--- config.mk ---
export PLATFORM = sky130hd
export DESIGN_NAME = mixcolumns_seq
export DESIGN_NICKNAME = d
export VERILOG_FILES = /design/src/rtl/aes_mix_pkg.sv /design/src/rtl/mixcolumn_unit.sv /design/src/rtl/mixcolumns_seq.sv
export SDC_FILE = /design/constraint.sdc
export NUM_CORES = 1
export LEC_CHECK = 0
export CORE_ASPECT_RATIO = 1.1
export CORE_MARGIN = 1.5
export CORE_UTILIZATION = 38
export CTS_BUF_LIST = sky130_fd_sc_hd__clkbuf_2 sky130_fd_sc_hd__clkbuf_4 sky130_fd_sc_hd__clkbuf_8
export CTS_CLUSTER_DIAMETER = 200
export DETAILED_ROUTE_END_ITERATION = 8
export MAX_ROUTING_LAYER = met4
export PLACE_DENSITY_LB_ADDON = 0.1
export SLEW_MARGIN = 20
export SYNTH_ARGS = -nofsm -noshare
export SYNTH_HDL_FRONTEND = slang
export SYNTH_SLANG_ARGS = --single-unit
--- constraint.sdc ---
create_clock -name clk -period 6.64 [get_ports clk]
set_input_delay 1.328 -clock clk [delete_from_list [all_inputs] [get_ports clk]]
set_output_delay 1.328 -clock clk [all_outputs]
set_load 0.02 [all_outputs]
--- src/rtl/aes_mix_pkg.sv ---
// Shared types and GF(2^8) helpers for the AES MixColumns engine.
// Optional feature macro used by this slice: AES_MIXCOL_BYPASS_EN.
package aes_mix_pkg;

    localparam logic [7:0] AES_POLY = 8'h1b;

    typedef logic [31:0]  col_t;
    typedef logic [127:0] state_t;

    typedef enum logic [1:0] {
        IDLE,
        BUSY,
        DONE
    } mix_state_e;

    function automatic logic [7:0] xtime(input logic [7:0] b);
        return {b[6:0], 1'b0} ^ (b[7] ? AES_POLY : 8'h00);
    endfunction

    function automatic logic [7:0] gmul(input logic [7:0] b,
                                       input logic [3:0] c);
        logic [7:0] x2, x4, x8;
        logic [7:0] r;
        x2 = xtime(b);
        x4 = xtime(x2);
        x8 = xtime(x4);
        case (c)
            4'h1:    r = b;
            4'h2:    r = x2;
            4'h3:    r = x2 ^ b;
            4'h9:    r = x8 ^ b;
            4'hb:    r = x8 ^ x2 ^ b;
            4'hd:    r = x8 ^ x4 ^ b;
            4'he:    r = x8 ^ x4 ^ x2;
            default: r = 8'h00;
        endcase
        return r;
    endfunction

endpackage

--- src/rtl/mixcolumn_unit.sv ---
// One-column MixColumns / InvMixColumns, purely combinational.
// Optional feature macro in this slice: AES_MIXCOL_BYPASS_EN (handled by the top).
module mixcolumn_unit
    import aes_mix_pkg::*;
(
    input  logic inv,
    input  col_t a,
    output col_t y
);

    logic [7:0] b [4];
    logic [3:0] c0, c1, c2, c3;

    assign c0 = inv ? 4'he : 4'h2;
    assign c1 = inv ? 4'hb : 4'h3;
    assign c2 = inv ? 4'hd : 4'h1;
    assign c3 = inv ? 4'h9 : 4'h1;

    always_comb begin
        for (int i = 0; i < 4; i++) begin
            b[i] = a[31-8*i -: 8];
        end
    end

    // Row i uses the coefficient vector rotated right by i.
    always_comb begin
        y = '0;
        for (int i = 0; i < 4; i++) begin
            y[31-8*i -: 8] = gmul(b[2'(i)],     c0)
                           ^ gmul(b[2'(i + 1)], c1)
                           ^ gmul(b[2'(i + 2)], c2)
                           ^ gmul(b[2'(i + 3)], c3);
        end
    end

endmodule

--- src/rtl/mixcolumns_seq.sv ---
// Iterative, handshaked MixColumns engine, COLS_PER_CYCLE columns per clock.
// Define AES_MIXCOL_BYPASS_EN to add in_bypass (pass-through for the final round).
module mixcolumns_seq
    import aes_mix_pkg::*;
#(
    parameter int COLS_PER_CYCLE = 1,
    parameter bit OUT_REG        = 1
) (
    input  logic         clk,
    input  logic         reset,
    input  logic         in_valid,
    output logic         in_ready,
    input  logic         in_inv,
`ifdef AES_MIXCOL_BYPASS_EN
    input  logic         in_bypass,
`endif
    input  logic [127:0] in_state,
    output logic         out_valid,
    input  logic         out_ready,
    output logic [127:0] out_state
);

    localparam int NC = COLS_PER_CYCLE;
    localparam logic [1:0] STEP = 2'(NC);
    localparam logic [1:0] LAST = 2'(4 - NC);

    if (!(NC == 1 || NC == 2 || NC == 4)) begin : g_bad_cols
        $error("mixcolumns_seq: COLS_PER_CYCLE must be 1, 2 or 4");
    end

    mix_state_e st, st_nxt;
    logic [1:0] cnt;
    state_t     work, work_nxt;
    logic       inv_q, byp_q;
    logic       accept, last;
    col_t       cols [4];
    col_t       ucol [NC];
    col_t       uy   [NC];

    assign accept = in_valid && in_ready;
    assign last   = (cnt == LAST);

    always_comb begin
        for (int i = 0; i < 4; i++) begin
            cols[i] = work[127-32*i -: 32];
        end
    end

    for (genvar g = 0; g < NC; g++) begin : g_unit
        assign ucol[g] = cols[cnt + 2'(g)];
        mixcolumn_unit u_mix (
            .inv (inv_q),
            .a   (ucol[g]),
            .y   (uy[g])
        );
    end

    // Column k lives at bits {~k, 5'h1f} -: 32.
    always_comb begin
        work_nxt = work;
        for (int g = 0; g < NC; g++) begin
            work_nxt[{~(cnt + 2'(g)), 5'h1f} -: 32] =
                byp_q ? ucol[g] : uy[g];
        end
    end

    always_ff @(posedge clk) begin
        if (reset) st <= IDLE;
        else       st <= st_nxt;
    end

    always_comb begin
        st_nxt = st;
        unique case (st)
            IDLE:    if (accept) st_nxt = BUSY;
            BUSY:    if (last) st_nxt = DONE;
            DONE:    if (out_ready) st_nxt = in_valid ? BUSY : IDLE;
            default: st_nxt = IDLE;
        endcase
    end

    always_comb begin
        in_ready  = (st == IDLE) || (st == DONE && out_ready);
        out_valid = (st == DONE);
    end

    always_ff @(posedge clk) begin
        if (reset) begin
            work  <= '0;
            cnt   <= '0;
            inv_q <= 1'b0;
        end else if (accept) begin
            work  <= in_state;
            cnt   <= '0;
            inv_q <= in_inv;
        end else if (st == BUSY) begin
            work  <= work_nxt;
            cnt   <= cnt + STEP;
        end
    end

`ifdef AES_MIXCOL_BYPASS_EN
    always_ff @(posedge clk) begin
        if (reset)       byp_q <= 1'b0;
        else if (accept) byp_q <= in_bypass;
    end
`else
    assign byp_q = 1'b0;
`endif

    if (OUT_REG) begin : g_oreg
        state_t out_q;
        always_ff @(posedge clk) begin
            if (reset)                  out_q <= '0;
            else if (st == BUSY && last) out_q <= work_nxt;
        end
        assign out_state = out_q;
    end else begin : g_owork
        assign out_state = work;
    end

endmodule
==> flow_summary_export.csv, run 1 <==
group,metric,value,unit
logic_synthesis,async_flop_share,0,%
logic_synthesis,avgSynthCellArea,8.74,sq um
critical_path,cp-start-kind,"flip-flop",
grt,grt_pass1_vias,12001,
sta,relSlewSlack,26.2,%
sta,final_max_slew_viol_count,0,
grt,grt_pass1_wl,73700,um
placement,gp_congestion,0.862,
logic_synthesis,synth-simple-area-share,14.3,%
status,status,"completed",
power,p_leak,5.61,nW
drt,post_drt_via_cell_ratio,5.96,
power,p_sw_share,36.6,%
die,fp-row-count,69,
logic_synthesis,netlist_area,12500,sq um
clocking,cts_resized,0,
logic_synthesis,yosysSeqAreaShare,39.1,%
clocking,cts-root-buf,"clkbuf_8",
logic_synthesis,synth.distinct_cells,61,
clocking,clockBufferDepth,3,
clocking,path_clk_slew,0.07,ns
sta,clock.fmax,234,MHz
critical_path,critical_path.cell_chain,"buf_4 > mux4_2 > xnor3_1 > xnor2_2 > nand2_1 > xnor2_1 > o22ai_1",
power,combinationalPowerShare,32.5,%
critical_path,crit_type,"flip-flop to flip-flop",
critical_path,cp_max_fo,14,
power,seqPwrFrac,34.9,%
power,clockPowerShare,32.6,%
clocking,cts.sinks,245,
final_layout,post-route-util,49.8,%
critical_path,cp-end-kind,"flip-flop",
die,dieArea,34100,sq um
sta,finalCritPeriodShare,64.4,%
final_layout,drive_gt1_share,9.32,%
die,initial_core_util,38.7,%
drt,drt_iter0_markers,986,
placement,dpl_cell_area,15200,sq um
final_layout,fin_cells,2069,
final_layout,syn_to_final_growth,28.6,%
sta,fin_skew,0.0157,ns
drt,wl_per_cell,23.6,um
worst_hold_path,worstHoldPathType,"flip-flop to flip-flop",
final_layout,final_cell_mix,"245 x dfxtp_1, 245 x clkdlybuf4s50_1, 140 x a21oi_1",
grt,antenna_found_initial,1,
grt,overflow,0,
sta,setup_viol,0,
sta,fin_crit,4.28,ns
sta,finalSetupTns,0,ns
critical_path,cpPeakStageDelay,0.94,ns
drt,wl,48900,um
logic_synthesis,synth-compound-area-share,28.6,%
logic_synthesis,synth_top_family_by_area,"compound AO/OA/AOI/OAI gates",
drt,postRouteAntennaNets,0,
power,p_int,2.89,mW
die,dieWidth,176,um
drt,drc,0,
clocking,insertion_delay,0.56,ns
job,max_cap_viol_count,0,
clocking,cts_tree,"built",
placement,port_buffers,246,
logic_synthesis,synth_ff_type,"dfxtp_1",
drt,dr.pass1.iters,7,
power,max-vdd-ir-drop,187,uV
power,power_density,283,nW/um^2
grt,grtUsageTotal,28.9,%
critical_path,crit_required,7.04,ns
logic_synthesis,synth_xor_area_share,9.36,%
final_layout,finalNetCount,1750,
drt,via_count,12323,
clocking,cts_inserted_buffers,45,
critical_path,crit_arrival,4.68,ns
sta,holdWs,0.452,ns
logic_synthesis,synth-edff-count,0,
clocking,ctsHoldBuffers,0,
power,net-switching-power,1.67,mW
logic_synthesis,yosysWarnings,0,
logic_synthesis,synthAdderAreaFrac,0.399,%
clocking,post-cts-setup-buffers,0,
sta,tightest_slew,1.11,ns
clocking,cts_htree_levels,2,
placement,dp_hpwl,31900,um
logic_synthesis,netlist_instances,1435,
placement,dpl.cell_count,1992,
logic_synthesis,synthMuxAreaShare,3.03,%
die,io_pins,263,
final_layout,fin_area,16100,sq um
critical_path,critPathSlowestCell,"dfxtp_1",
sta,rsz0062_at_grt,"false",
die,die_y,194,um
die,core_region_area,32400,sq um
logic_synthesis,synth.net_count,1572,
logic_synthesis,synth_seq_cells,245,
grt,grt_max_degree,101,
sta,hold_viol,0,
-- synthesized netlist by cell type (all sizes together) (9+ instances only) --
library cell / number / share of area (%)
a211o: 28 / 2.0
a211oi: 53 / 3.2
a21o: 12 / 0.72
a21oi: 143 / 5.8
a221oi: 23 / 1.6
a22oi: 89 / 5.3
buf: 30 / 1.4
clkbuf: 111 / 3.3
dfxtp: 245 / 39
inv: 14 / 0.42
mux4: 16 / 2.9
nand2: 108 / 3.2
nand3: 40 / 1.6
nor2: 111 / 3.4
nor2b: 43 / 2.1
nor3: 46 / 1.9
o211ai: 10 / 0.60
o21ai: 61 / 2.5
o221ai: 9 / 0.63
o22ai: 54 / 2.7
o31ai: 10 / 0.60
xnor2: 51 / 4.2
xnor3: 12 / 2.2
xor2: 18 / 1.7
-- worst max-delay path, delay by kind of cell (launching register included) --
kind	cells	cell delay, ns
AOI/OAI and AO/OA	1	0.20
xor gates and xnor gates	3	1.79
buffers and inverters	1	0.33
DFF	1	0.94
muxes	1	0.70
and+or+nand+nor	1	0.13
-- metrics by stage --
step	power, mW	setup WS [ns]
3_3_place_gp	3.07	2.44
5_1_grt	4.75	2.13
2_1_floorplan	2.60	3.65
3_5_place_dp	3.08	2.36
4_1_cts	4.56	2.34
6_report	4.56	2.36
-- cell families after synthesis --
kind of cell | after synthesis
AO/OA/AOI/OAI | 536
adder cells (fa/ha/maj) | 4
buffers and inverters | 159
AND/OR/NAND/NOR | 385
multiplexers | 18
XOR/XNOR | 88
flip-flops | 245
-- worst paths after layout --
check / from / end / slack (ns) / cells past startpoint
min: out_state[30] / out_state[30] / 0.45 / 2
max reg2reg: cnt[0] / cols[114] / 2.36 / 7
min reg2reg: out_state[30] / out_state[30] / 0.45 / 2
max: cnt[0] / cols[114] / 2.36 / 7
-- per-layer routing --
metal / vias up / wire, um / track usage (%) / share of wire, %
li1: 5682 / - / - / -
met1: 5994 / 20300 / 36.3 / 42
met2: 550 / 23200 / 46.2 / 47
met3: 97 / 3810 / 5.82 / 7.8
met4: 0 / 1560 / 9.43 / 3.2
met5: - / 0 / - / 0
-- sequential cells by signal (all words and copies together), names as in the netlist --
name       count
cols         112
out_state    128
cnt            2
inv_q          1
st             2
-- layout make-up --
class / count / area [sq um]
fillers: 3143 / 16300
multi-input cells: 1031 / 7050
flip-flops and latches: 245 / 4900
repair buffers: 272 / 2660
clock buffers: 71 / 883
well taps: 426 / 533
inverters: 18 / 67.6
clock inverters: 5 / 27.5
diodes: 1 / 2.50
-- power by group through the flow --
| stage | Clock, mW | Combinational (mW) | Sequential, mW |
|---|---|---|---|
| after CTS | 1.50 | 1.46 | 1.59 |
| final | 1.49 | 1.48 | 1.59 |
| after floorplan | 0 | 0.996 | 1.60 |
| after detailed placement | 0 | 1.46 | 1.62 |
| after global routing | 1.58 | 1.57 | 1.60 |
| after global placement | 0 | 1.45 | 1.62 |
Note: power is estimated with default switching activity, not from simulation.
==> run 2: changes to the inputs <==
==> constraint.sdc (replaced) <==
create_clock -name clk -period 3.66 [get_ports clk]
set_input_delay 0.732 -clock clk [delete_from_list [all_inputs] [get_ports clk]]
set_output_delay 0.732 -clock clk [all_outputs]
set_load 0.02 [all_outputs]
==> flow_summary_export.csv, run 2 (synthesis results as in run 1) <==
group,metric,value,unit
status,status,"completed",
critical_path,crit_arrival,3.76,ns
placement,gp_congestion,0.901,
final_layout,largest_reg_flops,128,
sta,tightest_slew,1.17,ns
power,max-vdd-ir-drop,301,uV
final_layout,regArea,4900,sq um
placement,dp_hpwl,33300,um
die,initial_core_util,38.7,%
die,dieArea,34100,sq um
critical_path,cp-end-kind,"flip-flop",
drt,wl_per_cell,23.0,um
drt,drt_iter0_markers,1028,
drt,wl,48700,um
clocking,insertion_delay,0.56,ns
die,fp-row-count,69,
grt,antenna_found_initial,0,
sta,clock.fmax,298,MHz
sta,fin_crit,3.36,ns
sta,fin_skew,0.0159,ns
drt,postRouteAntennaNets,0,
critical_path,crit_required,4.06,ns
grt,globalRouteMet2Util,44.7,%
sta,finalSetupTns,0,ns
final_layout,finalNetCount,1799,
placement,dpl_cell_area,15600,sq um
clocking,ctsHoldBuffers,0,
grt,grtUsageTotal,28.8,%
clocking,cts.sinks,245,
final_layout,post-route-util,51.1,%
critical_path,cp-start-kind,"flip-flop",
final_layout,antenna_cells,0,
final_layout,fillers,3141,
die,die_y,194,um
die,dieWidth,176,um
grt,grt_pass1_wl,73300,um
drt,via_count,12409,
clocking,clockBufferDepth,3,
clocking,path_clk_slew,0.06,ns
final_layout,drive_gt1_share,11.9,%
sta,relSlewSlack,22.0,%
grt,grt_pass1_vias,12117,
power,power_density,515,nW/um^2
final_layout,syn_to_final_growth,31.8,%
final_layout,multi_input_area,7040,sq um
drt,dr.pass1.iters,5,
clocking,cts_tree,"built",
sta,rsz0062_at_grt,"false",
clocking,cts_resized,0,
clocking,cts_htree_levels,2,
placement,port_buffers,246,
grt,met1_usage,36.2,%
sta,setup_viol,0,
drt,drc,0,
sta,final_max_slew_viol_count,0,
final_layout,final_cell_mix,"245 x dfxtp_1, 245 x clkdlybuf4s50_1, 140 x a21oi_1",
grt,grt-busiest-layer,"met2",
clocking,post-cts-setup-buffers,0,
grt,grtUsageMet3,5.96,%
critical_path,crit_type,"flip-flop to flip-flop",
die,io_pins,263,
die,core_region_area,32400,sq um
job,max_cap_viol_count,0,
critical_path,cp_max_fo,12,
power,p_total,8.51,mW
grt,overflow,0,
worst_hold_path,worstHoldPathType,"flip-flop to flip-flop",
drt,post_drt_via_cell_ratio,5.86,
power,p_leak,5.87,nW
clocking,cts-root-buf,"clkbuf_8",
grt,grt_max_degree,104,
clocking,cts_inserted_buffers,44,
final_layout,fin_area,16500,sq um
sta,hold_viol,0,
sta,finalCritPeriodShare,91.8,%
run 2: cell type report:
class                      count  share of cell area, %
clock buffer                  70                   5.26
clock inverter                 4                  0.273
timing repair buffer         322                   18.6
inverter                      18                  0.409
multi-input combinational   1031                   42.6
tap                          426                   3.22
sequential                   245                   29.7
run 2: report_power, final:
part           leakage (nW)  internal (mW)  switching (mW)
clock                 0.490           1.56            1.15
combinational          3.39           1.11            1.80
sequential             1.99           2.79          0.0898
run 2: stage by stage:
| stage | hold WS [ns] | instances | worst slack (ns) |
|---|---|---|---|
| CTS | 0.459 | 2116 | 0.291 |
| floorplan | 0.455 | 1435 | 0.855 |
| global placement | 0.437 | 2042 | 0.380 |
| detailed placement | 0.447 | 2042 | 0.315 |
| global route | 0.486 | 2116 | 0.0351 |
| finish | 0.459 | 2116 | 0.301 |
run 2: routing by layer:
metal	part of all wire [%]	wire length (um)
met1	41	20000
met2	47	22700
met3	8.6	4190
met4	3.6	1750
met5	0	0
run 2: path summary, 6_finish.rpt:
path              cells past startpoint            end     startpoint  slack [ns]
setup / recovery                      9       cols[68]         cnt[0]        0.30
hold reg to reg                       2  out_state[28]  out_state[28]        0.46
hold / removal                        2  out_state[28]  out_state[28]        0.46
setup reg to reg                      9       cols[68]         cnt[0]        0.30
run 2: critical path, cell delays in order (launching register included):
cell	delay [ns]
dfxtp_1	0.43
buf_12	0.20
buf_4	0.21
mux4_2	0.57
buf_4	0.21
xnor2_1	0.33
xnor3_1	0.19
nand2_1	0.10
xnor2_1	0.74
o22ai_1	0.19
